$ cat src/rtl/sram_mem_controller.sv
// Sequences one 32-bit MEM-stage load/store as two timed 16-bit accesses to the
// board SRAM, holding the pipeline in stall until the word transfer completes.
module sram_mem_controller #(
  parameter int WAIT_CYCLES = 3,
  parameter int BASE_ADDR   = 1024,
  parameter int SRAM_AW     = 18
) (
  input  logic               clk,
  input  logic               rst_n,
  input  logic               rd_en,
  input  logic               wr_en,
  input  logic [31:0]        addr,
  input  logic [31:0]        wdata,
  output logic [31:0]        rdata,
  output logic               ready,
  output logic               stall,
  output logic [SRAM_AW-1:0] sram_addr,
  output logic [15:0]        sram_dq_out,
  output logic               sram_dq_oe,
  input  logic [15:0]        sram_dq_in,
  output logic               sram_we_n,
  output logic [1:0]         state_dbg
);

  // Handshake: a request is rd_en|wr_en held by the MEM stage; the controller
  // accepts it only in IDLE, runs it to completion regardless of later request
  // changes, and signals completion with a one-cycle ready pulse. stall is
  // request & ~ready, so a held request releases the pipeline exactly on ready.

  typedef enum logic [1:0] {IDLE, LOW, HIGH, DONE} state_t;

  state_t             state, state_nx;
  logic [3:0]         cnt;
  logic [SRAM_AW-2:0] word_q;
  logic [31:0]        wdata_q;
  logic               rd_q;
  logic [31:0]        off;
  logic               last;
  logic               access;
  logic               unused_bits;

  assign off         = addr - 32'(BASE_ADDR);
  assign unused_bits = ^{off[31:SRAM_AW+1], off[1:0]};
  assign last        = (cnt == 4'(WAIT_CYCLES - 1));
  assign stall       = (rd_en | wr_en) & ~ready;
  assign state_dbg   = state;

  always_comb begin
    state_nx    = state;
    ready       = 1'b0;
    access      = 1'b0;
    sram_we_n   = 1'b1;
    sram_dq_oe  = 1'b0;
    sram_dq_out = 16'h0000;
    case (state)
      IDLE: if (rd_en | wr_en) state_nx = LOW;
      LOW: begin
        access = 1'b1;
        if (last) state_nx = HIGH;
      end
      HIGH: begin
        access = 1'b1;
        if (last) state_nx = DONE;
      end
      DONE: begin
        ready    = 1'b1;
        state_nx = IDLE;
      end
      default: state_nx = IDLE;
    endcase
    // Pads are only driven during write halves; reads keep DQ tristated.
    if (access && !rd_q) begin
      sram_we_n   = 1'b0;
      sram_dq_oe  = 1'b1;
      sram_dq_out = (state == HIGH) ? wdata_q[31:16] : wdata_q[15:0];
    end
  end

  always_ff @(posedge clk or negedge rst_n) begin
    if (!rst_n) begin
      state     <= IDLE;
      cnt       <= 4'd0;
      word_q    <= '0;
      wdata_q   <= 32'h0;
      rd_q      <= 1'b0;
      rdata     <= 32'h0;
      sram_addr <= '0;
    end else begin
      state <= state_nx;
      case (state)
        IDLE: begin
          if (rd_en | wr_en) begin
            // A simultaneous read and write resolves to the read.
            word_q    <= off[SRAM_AW:2];
            wdata_q   <= wdata;
            rd_q      <= rd_en;
            cnt       <= 4'd0;
            sram_addr <= {off[SRAM_AW:2], 1'b0};
          end
        end
        LOW: begin
          if (last) begin
            cnt       <= 4'd0;
            sram_addr <= {word_q, 1'b1};
            if (rd_q) rdata[15:0] <= sram_dq_in;
          end else begin
            cnt <= cnt + 4'd1;
          end
        end
        HIGH: begin
          if (last) begin
            cnt <= 4'd0;
            if (rd_q) rdata[31:16] <= sram_dq_in;
          end else begin
            cnt <= cnt + 4'd1;
          end
        end
        default: cnt <= 4'd0;
      endcase
    end
  end

endmodule

$ cat config.mk
export PLATFORM = sky130hd
export DESIGN_NAME = sram_mem_controller
export DESIGN_NICKNAME = d
export VERILOG_FILES = /design/src/rtl/sram_mem_controller.sv
export SDC_FILE = /design/constraint.sdc
export NUM_CORES = 1
export LEC_CHECK = 0
export CORE_ASPECT_RATIO = 0.75
export CORE_MARGIN = 2
export CORE_UTILIZATION = 40
export CTS_BUF_LIST = sky130_fd_sc_hd__clkbuf_2 sky130_fd_sc_hd__clkbuf_4 sky130_fd_sc_hd__clkbuf_8
export CTS_CLUSTER_DIAMETER = 150
export DETAILED_ROUTE_END_ITERATION = 6
export PLACE_DENSITY = 0.76
export SLEW_MARGIN = 20
export SYNTH_ARGS = -nofsm -noshare
export SYNTH_HDL_FRONTEND = slang
export SYNTH_SLANG_ARGS = --single-unit
$ cat constraint.sdc
create_clock -name clk -period 4.31 [get_ports clk]
set_input_delay 1.293 -clock clk [delete_from_list [all_inputs] [get_ports clk]]
set_output_delay 1.293 -clock clk [all_outputs]
set_load 0.01 [all_outputs]
* Word level (Yosys, flattened, before mapping)
Cells that the tools add are included.
** Storage, ports and cells
- Flip-flop bits (word level) :: 106
- Output and inout port bits :: 72
- Word-level logic and storage cells :: 46
** Operators by class
- $add $sub $neg :: 2
- Equal/unequal tests :: 7
- Muxes and demuxes :: 16
- Bitwise operators :: 3
- Reductions and logical operators :: 10
** Operator list (number)
- 18-bit 2-to-1 mux :: 2
- 18-bit case mux with 2 select lines :: 1
- 16-bit 2-to-1 mux :: 2
- 19-bit by 11-bit subtractor with 19-bit output (second input constant) :: 1
- 3-bit AND reduction :: 4
- 4-bit 2-to-1 mux :: 2
- 2-bit case mux with 4 select lines :: 1
- 4-bit case mux with 2 select lines :: 1
- 2-bit 2-to-1 mux :: 3
- 2-bit inequality test (second input constant) :: 3
- 4-bit by 1-bit adder with 4-bit output (second input constant) :: 1
- 2-bit == test (second input constant) :: 2
- 4-bit by 2-bit == test with 1-bit output (second input constant) :: 1
- 1-bit 2-to-1 mux :: 4
- 2-bit by 1-bit == test with 1-bit output (second input constant) :: 1
- 2-bit logical NOT :: 1
- 2-bit AND reduction :: 1
- 2-bit nonzero test :: 1
- 2-bit OR reduction :: 1
- 1-bit bitwise AND :: 1
- 1-bit logical AND :: 1
- 1-bit logical NOT :: 1
- 1-bit inverter :: 1
- 1-bit bitwise OR :: 1

* Longest topological paths before layout
Gate-level depths: netlist of the first run.
- Depth after elaboration :: 5
- Mapped depth :: 8
- Depth with buffers taken out :: 6

* Worst setup path after synthesis of the first run
No wires, ideal clock.
- Path kind :: flip-flop to output port
- Start :: register state[0], in the netlist state_dbg[0]
- End :: output sram_dq_out[10]
- Arrival time :: 1665 ps
- Data required time :: 3017 ps
- Path slack :: 1352 ps
- Cell stages (with the launch flop) :: 7
- Path through :: dfrtp_1 inv_1 ha_1 nand2b_1 clkbuf_1 buf_1 nor2_1
** On the way
- Word-level cells in the longest chain between the ends :: 5
- Elaborated cells on any way between the ends :: 7
- Those cells by class :: 2 x eq/ne; 3 x mux; 2 x reduce/logical
** RTL lines
- start, declared :: RTL line 32 : state_t state, state_nx;
- start signal, assigned :: RTL line 89 : state <= state_nx;
- 2-bit == test / 2-bit by 1-bit == test with 1-bit output (equally long branches) :: RTL line 55, 75
- 2-bit OR reduction (no line)
- 1-bit 2-to-1 mux :: RTL line 55 : case (state)
- 1-bit logical AND :: RTL line 72 : if (access && !rd_q) begin
- 16-bit 2-to-1 mux * :: RTL line 72
- end, declared :: RTL line 18 : output logic [15:0] sram_dq_out,
Every way passes the cells marked *; elsewhere a longest branch is shown, timed or not.

* Final worst setup path of the first run
- Start :: register state[0], in the netlist state_dbg[0]
- End :: output sram_dq_out[2]
The elaborated chain is that of the path after synthesis.

==> run_results.csv, run 1 <==
group,metric,value,unit
synthesis,synth_edf_count,0,
setup_path,worstSetupPathType,"flop to output port",
worst_hold_path,holdPathStages,2,
cells_and_area,fillCellCount,980,
worst_hold_path,holdPathEnd,"sram_addr[8]",
cells_and_area,seqCellArea,2650,sq um
synthesis,postSynth.asyncResetShare,100,%
synthesis,synthAdderAreaFrac,2.11,%
clock_tree,clock_path_buffers,2,
synthesis,synth_top_family_by_area,"multiplexers",
synthesis,yosysSeqAreaShare,55.9,%
clock_tree,cts-buffers-inserted,9,
setup_path,crit_buf_inv,3,
sta,layout_min_cycle_time,3.90,ns
sta,setup_tns,0,ns
synthesis,synth_compound_area_share,6.62,%
floorplan,initial_core_util,41.0,%
power_and_ir_drop,peakVddDrop,309,uV
global_routing,track_usage,17.1,%
placement,io_buffers,140,
sta,setup_viol,0,
floorplan,core_area,11600,sq um
worst_hold_path,hp-class,"flop to flop",
flow_run,drv_cap,0,
global_routing,grt_max_degree,107,
setup_path,rr_endpoint,"rdata[29]",
sta,min_period_over_period,90.5,%
clock_tree,post-cts-setup-buffers,0,
cells_and_area,antenna_cells,0,
synthesis,synth_nets,460,
sta,slew_headroom,50.4,%
sta,hold_violations,0,
sta,worst_pin_slew,0.742,ns
drt,viasPerCell,4.83,
clock_tree,path_clk_slew,0.10,ns
power_and_ir_drop,report.power.total,0.00474,W
floorplan,num_io_pins,156,
setup_path,reg2reg_slack,2.13,ns
synthesis,synth.area.top_cells,"dfrtp_1 (56%), mux2_2 (18%), mux2i_1 (5.3%)",
drt,drt_wl_total,10.4,mm
setup_path,r2r_cells,4,
drt,wl_per_cell,15.5,um
synthesis,avgSynthCellArea,12.9,sq um
setup_path,crit_path_end_kind,"output port",
drt,firstDrtPassIters,4,
drt,ant_nets,0,
floorplan,die_x,130,um
cells_and_area,fin_util,56.0,%
setup_path,max_stage_delay,0.52,ns
clock_tree,cts_sinks,106,
synthesis,yosys-top-cells-count,"dfrtp_1 (106), mux2_2 (75), nand2_1 (36)",
worst_hold_path,min_from,"sram_addr[8]",
placement,placed_cell_area,6310,sq um
cells_and_area,syn2layout_area_growth,36.7,%
synthesis,synth_top_cell_by_area,"dfrtp_1",
setup_path,path_cells,"inv_1 > ha_1 > buf_4 > mux2i_1 > nor2_1 > clkdlybuf4s50_1",
synthesis,synth_most_common_cell,"dfrtp_1",
setup_path,slowest_stage,"clkdlybuf4s50_1",
floorplan,die_area,12800,sq um
cells_and_area,stdcell_area,6480,sq um
clock_tree,clkLatencyLatePin,0.37,ns
sta,fin_worst_skew,0.00885,ns
setup_path,cp_top_family,"buffers and inverters",
synthesis,yosysWarnings,0,
clock_tree,htree_levels,3,
power_and_ir_drop,power.leakage,2.69,nW
clock_tree,cts_tree,"yes",
setup_path,worstSetupStartpointType,"flop",
cells_and_area,layout.nets,598,
global_routing,grt_first_pass_wirelength,17.0,mm
global_routing,antenna_found_initial,0,
synthesis,synthFlopType,"dfrtp_1",
synthesis,synth_top_area_share,55.9,%
setup_path,r2r-start,"state_dbg[0]",
placement,gp_congestion,0.752,
cells_and_area,multi_input_area,1970,sq um
setup_path,cp_data_arrival_time,2.61,ns
drt,drc,0,
floorplan,die_height,98.3,um
sta,hold-worst-slack,0.486,ns
sta,rsz0062_at_grt,"no",
global_routing,gr-total-overflow,0,
sta,maxSlewViolCount,0,
drt,vias,3251,
clock_tree,holdBufCountCts,0,
setup_path,path_max_fanout,10,
power_and_ir_drop,power.density,731,nW/um^2
synthesis,ys_types,40,
sta,fmax,0.256,GHz
synthesis,syn-instance-count,368,
cells_and_area,drive_gt1_share,23.1,%
clock_tree,post_cts_resized,0,
synthesis,yosys.area_share.simple,8.23,%
floorplan,rows,34,
clock_tree,root_buffer,"clkbuf_8",
setup_path,worst_ep_required_time,3.02,ns
synthesis,synth_xor_area_share,1.29,%
status,status,"finished, final reports clean",
placement,dp_hpwl,7.39,mm
global_routing,grt_pass1_vias,3403,
drt,first_iter_violations,166,
synthesis,netlist_area,4740,sq um
synthesis,synth_mux_area_share,23.1,%
synthesis,ys_ff_latch,106,
## final cells by class
cell class | instances | area share (%)
sequential | 106 | 40.9
multi-input combinational | 238 | 30.4
timing repair buffer | 145 | 22.5
tap | 162 | 3.13
clock buffer | 9 | 1.91
clock inverter | 7 | 0.791
inverter | 6 | 0.347
## worst min-delay path, cell delays in order, from the launching register on
cell	delay, ns
dfrtp_1	0.35
nand2_1	0.06
o21ai_2	0.05
## metrics by stage
stage | cells | setup WS [ns]
2_1_floorplan | 368 | 1.35
3_3_place_gp | 657 | 0.452
3_5_place_dp | 657 | 0.432
4_1_cts | 673 | 0.345
5_1_grt | 673 | 0.165
6_report | 673 | 0.409
## power breakdown
| group | total, W | leakage [nW] | internal (W) | switching, W |
|---|---|---|---|---|
| clock | 0.000561 | 0.0864 | 0.000214 | 0.000346 |
| sequential | 0.00176 | 1.27 | 0.00149 | 0.000262 |
| combinational | 0.00242 | 1.34 | 0.00136 | 0.00106 |
| total | 0.00474 | 2.69 | 0.00307 | 0.00167 |
## registers in the layout, indices dropped and copies added (netlist names)
register   count
wdata_q       32
state_dbg      2
word_q        17
rdata         32
cnt            4
rd_q           1
sram_addr     18
## logic make-up (layout without fill, tap and decap cells)
family / count (synthesis) / in the layout
multiplexers: 100 / 100
XOR/XNOR: 7 / 7
adder cells (fa/ha/maj): 8 / 8
flip-flops: 106 / 106
buffers and inverters: 24 / 167
AO/OA/AOI/OAI: 43 / 43
AND/OR/NAND/NOR: 80 / 80
## cell usage in the layout (no fill, tap or decap), types with 2 or more instances in the layout
cell type / count
clkinvlp_4: 2
dfrtp_1: 106
inv_6: 3
o21ai_0: 13
a21oi_1: 4
inv_1: 6
nand2_1: 36
nor3b_1: 2
o21ai_2: 9
ha_1: 8
nand3_1: 5
o31ai_1: 2
buf_4: 4
mux2i_1: 25
buf_12: 2
nand2b_1: 4
nor2_1: 22
mux2_2: 75
o21ai_1: 5
clkdlybuf4s50_1: 139
clkinv_2: 2
o211ai_1: 2
clkbuf_8: 9
nand3_2: 2
xnor2_1: 6
## routing by layer
metal  vias up  wire length (um)  track usage (%)
li1       1557                 -                -
met1      1581              4700             22.9
met2       101              4900             26.7
met3        12               701             5.53
met4         0               129             4.71
met5         -                 0                0
## worst max path at each step
stage	from	end	slack (ns)	cells past startpoint
CTS	state_dbg[0]	sram_dq_out[0]	0.35	5
finish	state_dbg[0]	sram_dq_out[2]	0.41	6
floorplan	state_dbg[0]	sram_dq_out[10]	1.35	6
detailed placement	rd_en	stall	0.43	4
global route	state_dbg[0]	sram_dq_out[2]	0.16	5
global placement	rd_en	stall	0.45	4
(Power assumes the default switching activity.)
==> inputs of run 2 (changes only) <==
Settings changed: CTS_CLUSTER_SIZE from default to 10.
==> results of run 2 <==
Same layout as run 1: the final DEF is identical, and so are final timing and power.
==> inputs of run 3 (changes only) <==
Settings changed: SLEW_MARGIN 20 to default.
==> results of run 3 <==
Same layout as run 1: the final DEF is identical, and so are final timing and power.
